==> src/rtl/mm_arbiter.sv <==
// Main-memory arbiter for the I-cache and D-cache controllers.
// One requester owns main memory at a time: I/D line-refill bursts of WORDS
// beats, or a single D-side word write. Ties are broken round-robin on the
// side that was not granted last. Each transaction ends with one RELEASE
// cycle that pulses the owner's done output.
module mm_arbiter #(
    parameter int ADDR_W = 32,
    parameter int DATA_W = 32,
    parameter int WORDS  = 4
) (
    input  logic              clk,
    input  logic              reset,
    input  logic              i_re,
    input  logic [ADDR_W-1:0] i_addr,
    output logic              i_valid,
    output logic [DATA_W-1:0] i_rdata,
    output logic              i_done,
    input  logic              d_re,
    input  logic              d_we,
    input  logic [ADDR_W-1:0] d_addr,
    input  logic [DATA_W-1:0] d_wdata,
    output logic              d_valid,
    output logic [DATA_W-1:0] d_rdata,
    output logic              d_done,
    output logic              mm_re,
    output logic              mm_we,
    output logic [ADDR_W-1:0] mm_addr,
    output logic [DATA_W-1:0] mm_wdata,
    input  logic              mm_valid,
    input  logic [DATA_W-1:0] mm_rdata
);

    localparam int BEAT_W = $clog2(WORDS);
    localparam int OFF    = BEAT_W + 2;

    typedef enum logic [2:0] {
        S_IDLE,
        S_GRANT_I,
        S_GRANT_D_RD,
        S_GRANT_D_WR,
        S_RELEASE
    } state_t;

    state_t              r_state;
    state_t              w_next;
    logic [BEAT_W-1:0]   r_beat;
    logic                r_last_d;   // 1: D was granted last (and owns the current transaction)
    logic [ADDR_W-1:0]   r_addr;
    logic [DATA_W-1:0]   r_wdata;

    logic                w_i_req;
    logic                w_d_req;
    logic                w_pick_i;
    logic                w_rd;
    logic                w_beat_last;

    assign w_i_req     = i_re;
    assign w_d_req     = d_re | d_we;
    // I wins when it is alone or when D held the previous grant.
    assign w_pick_i    = w_i_req & (~w_d_req | r_last_d);
    assign w_rd        = (r_state == S_GRANT_I) | (r_state == S_GRANT_D_RD);
    assign w_beat_last = (r_beat == BEAT_W'(WORDS - 1));

    // Returned read data is shared; only the valid strobes are steered.
    assign i_rdata = mm_rdata;
    assign d_rdata = mm_rdata;

    // State register; async reset drops any transaction in flight.
    always_ff @(posedge clk or posedge reset) begin
        if (reset) begin
            r_state <= S_IDLE;
        end else begin
            r_state <= w_next;
        end
    end

    // Next-state selection and output decode from the registered state.
    always_comb begin
        w_next   = r_state;
        mm_re    = 1'b0;
        mm_we    = 1'b0;
        mm_addr  = '0;
        mm_wdata = '0;
        i_valid  = 1'b0;
        d_valid  = 1'b0;
        i_done   = 1'b0;
        d_done   = 1'b0;
        case (r_state)
            S_IDLE: begin
                if (w_pick_i) begin
                    w_next = S_GRANT_I;
                end else if (w_d_req) begin
                    w_next = d_we ? S_GRANT_D_WR : S_GRANT_D_RD;
                end
            end
            S_GRANT_I, S_GRANT_D_RD: begin
                mm_re   = 1'b1;
                mm_addr = {r_addr[ADDR_W-1:OFF], r_beat, 2'b00};
                i_valid = mm_valid & (r_state == S_GRANT_I);
                d_valid = mm_valid & (r_state == S_GRANT_D_RD);
                if (mm_valid && w_beat_last) begin
                    w_next = S_RELEASE;
                end
            end
            S_GRANT_D_WR: begin
                mm_we    = 1'b1;
                mm_addr  = r_addr;
                mm_wdata = r_wdata;
                if (mm_valid) begin
                    w_next = S_RELEASE;
                end
            end
            S_RELEASE: begin
                i_done = ~r_last_d;
                d_done = r_last_d;
                w_next = S_IDLE;
            end
            default: begin
                w_next = S_IDLE;
            end
        endcase
    end

    // Beat counter and round-robin owner; the beat counter wraps to 0 on the last beat.
    always_ff @(posedge clk or posedge reset) begin
        if (reset) begin
            r_beat   <= '0;
            r_last_d <= 1'b1;
        end else begin
            if ((r_state == S_IDLE) && (w_next != S_IDLE)) begin
                r_last_d <= (w_next != S_GRANT_I);
            end
            if (w_rd && mm_valid) begin
                r_beat <= r_beat + 1'b1;
            end
        end
    end

    // Address and write data track the winner while idle and freeze once granted.
    always_ff @(posedge clk) begin
        if (r_state == S_IDLE) begin
            r_addr  <= w_pick_i ? i_addr : d_addr;
            r_wdata <= d_wdata;
        end
    end

endmodule
==> config.mk <==
export PLATFORM = sky130hd
export DESIGN_NAME = mm_arbiter
export DESIGN_NICKNAME = d
export VERILOG_FILES = /design/src/rtl/mm_arbiter.sv
export SDC_FILE = /design/constraint.sdc
export NUM_CORES = 1
export LEC_CHECK = 0
export BUFFER_PORTS_ARGS = -buffer_cell sky130_fd_sc_hd__buf_2
export CORE_MARGIN = 4
export CORE_UTILIZATION = 30
export DETAILED_ROUTE_END_ITERATION = 10
export PLACE_DENSITY_LB_ADDON = 0.25
export SLEW_MARGIN = 20
export SYNTH_ARGS = -nofsm -noshare
export SYNTH_HDL_FRONTEND = slang
export SYNTH_SLANG_ARGS = --single-unit
export TNS_END_PERCENT = 1
==> constraint.sdc <==
create_clock -name clk -period 7.9 [get_ports clk]
set_input_delay 0 -clock clk [delete_from_list [all_inputs] [get_ports clk]]
set_output_delay 0 -clock clk [all_outputs]
set_load 0.03 [all_outputs]
Word level (Yosys, flattened, before mapping)

Index checks and enable logic that the tools add are counted.

Add/sub/neg operators: 1
Multipliers: 0
Div/mod/pow operators: 0
Order comparisons: 0
Equal/unequal tests: 6
Shifts and indexed selects: 0
Muxes and demuxes: 15
Bitwise gates (word level): 8
Reductions and logical operators: 6

Operators with widths:

| cell                                                                    | count |
|---|---|
| 32-bit 2-to-1 mux                                                       | 2 |
| 32-bit one-hot mux with 2 select lines                                  | 1 |
| 3-bit 2-to-1 mux                                                        | 4 |
| 3-bit one-hot mux with 3 select lines                                   | 1 |
| 1-bit 2-to-1 mux                                                        | 7 |
| 3-bit by 2-bit equality test with 1-bit output, second input constant   | 2 |
| 1-bit bitwise AND                                                       | 3 |
| 3-bit by 1-bit equality test with 1-bit output, second input constant   | 1 |
| 3-bit equality test, second input constant                              | 1 |
| 1-bit logical AND                                                       | 3 |
| 3-bit zero test                                                         | 1 |
| 3-bit by 1-bit inequality test with 1-bit output, second input constant | 1 |
| 1-bit bitwise OR                                                        | 3 |
| 3-bit nonzero test                                                      | 1 |
| 2-bit by 1-bit adder with 2-bit output, second input constant           | 1 |
| 2-bit equality test, second input constant                              | 1 |
| 1-bit inverter                                                          | 2 |
| 2-bit OR reduction                                                      | 1 |

Flip-flop bits (word level): 70
Bits in latches: 0
RAM bits: 0
Memory bits (read-only): 0
Input bits: 134
Output and inout port bits: 134
Logic and storage cells: 41
Memories: 0

Longest topological paths before layout

Depth in word-level cells: 8
Mapped depth: 5
Depth with buffers taken out: 4

Worst setup path after synthesis

Ideal clock, no wire load.

Kind: register -> register
Start point: reg r_state[0]
End point: reg r_state[1]
Setup time: 0.067 ns
Data arrival time: 5.639 ns
Required time: 7.833 ns
Setup slack: 2.194 ns
Cell stages (with the launch flop): 5
Cell sequence: dfrtp_1 > buf_2 > nor3_1 > and2b_1 > a32o_1

Cells in the longest elaborated chain, start to end: 3
Elaborated cells between the ends (all ways): 6

RTL lines:

| what                                                                                                                    | RTL line | source |
|---|---|---|
| from (decl)                                                                                                             | 44       | `state_t r_state;` |
| from (signal assigned)                                                                                                  | 73       | `r_state <= w_next;` |
| 3-bit by 1-bit equality test with 1-bit output / 3-bit by 2-bit equality test with 1-bit output (equally long branches) | 88       | `case (r_state)` |
| 2-bit OR reduction                                                                                                      | 88       |  |
| 3-bit one-hot mux with 3 select lines *                                                                                 | 88       |  |
| via w_next[1]                                                                                                           | 45       | `state_t w_next;` |

Mark *: on every way through the listed nets, which the timed path passes. The rest lies on a longest branch.
A chain may end at the register's enable or synchronous reset.

Worst setup path after layout

Start point: reg r_last_d
End point: reg r_addr[15] (data pin)

Cells in the longest elaborated chain, start to end: 3

RTL lines:

| what                   | RTL line | source |
|---|---|---|
| from (decl)            | 47       | `logic r_last_d;` |
| from (signal assigned) | 131      | `r_last_d <= (w_next != S_GRANT_I);` |
| 1-bit bitwise OR       | 60       | `assign w_pick_i = w_i_req & (~w_d_req \| r_last_d);` |
| 1-bit bitwise AND      | 60       |  |
| 32-bit 2-to-1 mux      | 142      | `r_addr <= w_pick_i ? i_addr : d_addr;` |
| to (signal assigned)   | 142      |  |
| to (decl)              | 48       | `logic [ADDR_W-1:0] r_addr;` |

Every way passes these cells.

==> out/qor.csv <==
metric;value;unit
period utilization;0.320;
insertion delay to the later sink of the worst-skew pair;0.33;ns
initial antenna violation count;1;
clock skew;0.00469;ns
Post-Syn Area;3680;um2
Residual DRC;0;
Hold Crit Class;in -> out;
leak pwr;0.00240;uW
Power Density;356;nW/um2
Clock Path Buffers;2;
placed wire-length estimate;7360;um
DP Area;4170;um2
post-synthesis sequential area ratio;0.564;
total number of vias;2742;
XOR/XNOR Fraction of Synth Area;0.00476;
maximum vdd drop;156;uV
DRT Pass-1 Iters;4;
Synth top area share;0.522;
CTS Sinks;70;
Starting DRT DRC Count;118;
first-pass GRT wire length;16800;um
Syn Area/Cell;13.4;um2
slowest CP cell;o21ai_4;
Die ar.;14100;um2
CTS tree;done;
Mapped Nets;409;
worst-margin pin slew;1.09;ns
status;complete, no violations;
crit-path max cell delay;0.85;ns
critical path arrival;2.60;ns
Vias/cell;4.33;
RSZ-0062 raised after global routing;false;
# IOs;268;
max-capacitance violation count;0;
Clock Tree Root;clkbuf_16;
area of the core;12000;um2
GR Util All Layers;0.154;
fin area;5410;um2
worst path required time;7.97;ns
Synth Instances;274;
Layout area overhead;47.0;%
Routed wire per std cell;17.2;um
top post-synthesis cells by area;edfxtp_1 52%, buf_4 13%, mux2_2 9.8%, and2_1 7.3%, and2_4 4.5%;
Post-synth top cells;64 x buf_4, 64 x edfxtp_1, 43 x and2_1;
Buf/Inv on CP;1;
Critical R2R Launch;r_last_d;
Routed WL;10900;um
Ys Warns;0;
post-route ant nets;0;
f_max;395;MHz
Die W;119;um
overflow left after global routing;0;
hold depth;0;
largest family of logic cells by synthesized area;buffers and inverters;
crit-path cells;o21ai_4 > mux2_2 > dlygate4sd3_1;
critical path's top delay family;compound AO/OA/AOI/OAI gates;
post-synthesis register bit count;70;
Worst Setup End Kind;flip-flop;
vias in the first global route;3106;
top cell type by total area after synthesis;edfxtp_1;
antenna diode count;0;
Post-synth EDFFs;64;
Startpoint Class;flip-flop;
Hold Path End;d_rdata[16];
Chip Height;119;um
Hold Crit Start;mm_rdata[16];
final layout net count;616;
post-synthesis mux area share;0.101;
cts repair resizes;0;
fin crit period;2.53;ns
Std-Cell Rows;40;
reg-to-reg endpoint;r_addr[15];
largest net degree at the start of global routing;38;
final setup fails;0;
R2R Setup Slk;5.37;ns
reg2reg path depth;3;
placed cell count;519;
layout cell share with drive strength beyond 1;0.502;
final hold vios;0;
crit-path max FO;33;
port bufs;171;
Synth Area in Adders;0.00340;
Slew Viols, Final;0;
Post-Synth Simple-Gate Area;0.147;
H-tree levels;3;
critical path class;reg -> reg;
Seq. cell area;2070;um2
Layout Cells excl Fill;633;
clock transition at the registers of the reported paths;0.05;ns
relative slew slack;0.272;
CTS buffer count;9;
Multi-input gate area;1030;um2
async set-reset flop share out of synthesis;0.0857;
setup tns final;0;ns
routability cong.;0.717;
fin util;0.450;
Synth Area in Compound Gates;0.0207;
ys flop type;edfxtp_1;
Final Power;1930;uW
count of different cell masters after synthesis;34;
Starting Density;0.306;
FILL cells;1121;
logic make-up after synthesis:
logic type	count (synthesis)
multiplexers	33
AND/OR/NAND/NOR	79
flip-flops	70
XOR/XNOR	2
buffers and inverters	78
AO/OA/AOI/OAI	11
adder cells (fa/ha/maj)	1
where the power goes:
| part | internal (uW) | leakage [uW] | switching, uW |
|---|---|---|---|
| logic | 326 | 0.00159 | 599 |
| clock network | 208 | 0.000133 | 149 |
| registers | 589 | 0.000675 | 55.9 |
| total | 1120 | 0.00240 | 803 |
layout make-up:
class | count | share of cell area
Clock buffer | 10 | 0.0423
Clock inverter | 6 | 0.00532
Multi-Input combinational cell | 126 | 0.190
Tap cell | 147 | 0.0340
Sequential cell | 70 | 0.383
Inverter | 3 | 0.00208
Timing Repair Buffer | 271 | 0.342
sequential cells by signal (all words and copies together) (netlist names):
| register | count |
|---|---|
| r_wdata | 32 |
| r_addr | 32 |
| r_beat | 2 |
| r_last_d | 1 |
| r_state | 3 |
stage by stage:
stage,setup slack (ns),hold WS [ns]
floorplan,2.19,-0.210
global placement,5.93,-0.0706
detailed placement,5.92,-0.0616
CTS,5.38,0.000316
global route,5.29,0.0000699
finish,5.37,0.0000145
timing repair:
item,4_1_cts,5_1_grt
hold buffers,98,0
hold endpoints to repair,71,0
buffers inserted,0,0
per-layer routing:
metal / part of all wire / vias to the layer above / track usage / wire length (um)
li1: - / 1294 / - / -
met1: 0.35 / 1247 / 0.154 / 3840
met2: 0.52 / 168 / 0.280 / 5710
met3: 0.097 / 31 / 0.0612 / 1060
met4: 0.025 / 2 / 0.0688 / 274
met5: 0.0012 / - / 0 / 13
how the worst max path moves through the flow:
stage / startpoint / endpoint / slack (ns) / depth (start not counted)
2_1_floorplan: r_state[0] / r_state[1] / 2.19 / 4
6_report: r_last_d / r_addr[15] / 5.37 / 3
4_1_cts: r_last_d / r_addr[1] / 5.38 / 3
3_5_place_dp: r_last_d / r_addr[21] / 5.92 / 2
3_3_place_gp: r_last_d / r_addr[14] / 5.93 / 2
5_1_grt: r_last_d / r_addr[15] / 5.29 / 3
cells in the final DEF (no fill, tap or decap), drive strengths merged:
| master | Yosys | final |
|---|---|---|
| clkbuf | 2 | 10 |
| xor2 | 1 | 1 |
| dfrtp | 5 | 5 |
| nand2 | 1 | 1 |
| dlygate4sd3 | 0 | 98 |
| o21a | 1 | 1 |
| clkinv | 0 | 6 |
| nor3b | 2 | 2 |
| and2b | 1 | 1 |
| and3 | 2 | 2 |
| nand3 | 1 | 1 |
| a22o | 2 | 2 |
| nor2 | 5 | 5 |
| buf | 73 | 173 |
| ha | 1 | 1 |
| nor3 | 2 | 2 |
| a32o | 1 | 1 |
| and2 | 62 | 62 |
| xnor2 | 1 | 1 |
| o21ai | 3 | 3 |
| a211oi | 1 | 1 |
| inv | 3 | 3 |
| a21oi | 3 | 3 |
| nor4 | 1 | 1 |
| nand2b | 2 | 2 |
| dfstp | 1 | 1 |
| mux2 | 33 | 33 |
| edfxtp | 64 | 64 |
Power figures use the tool's default switching activity.
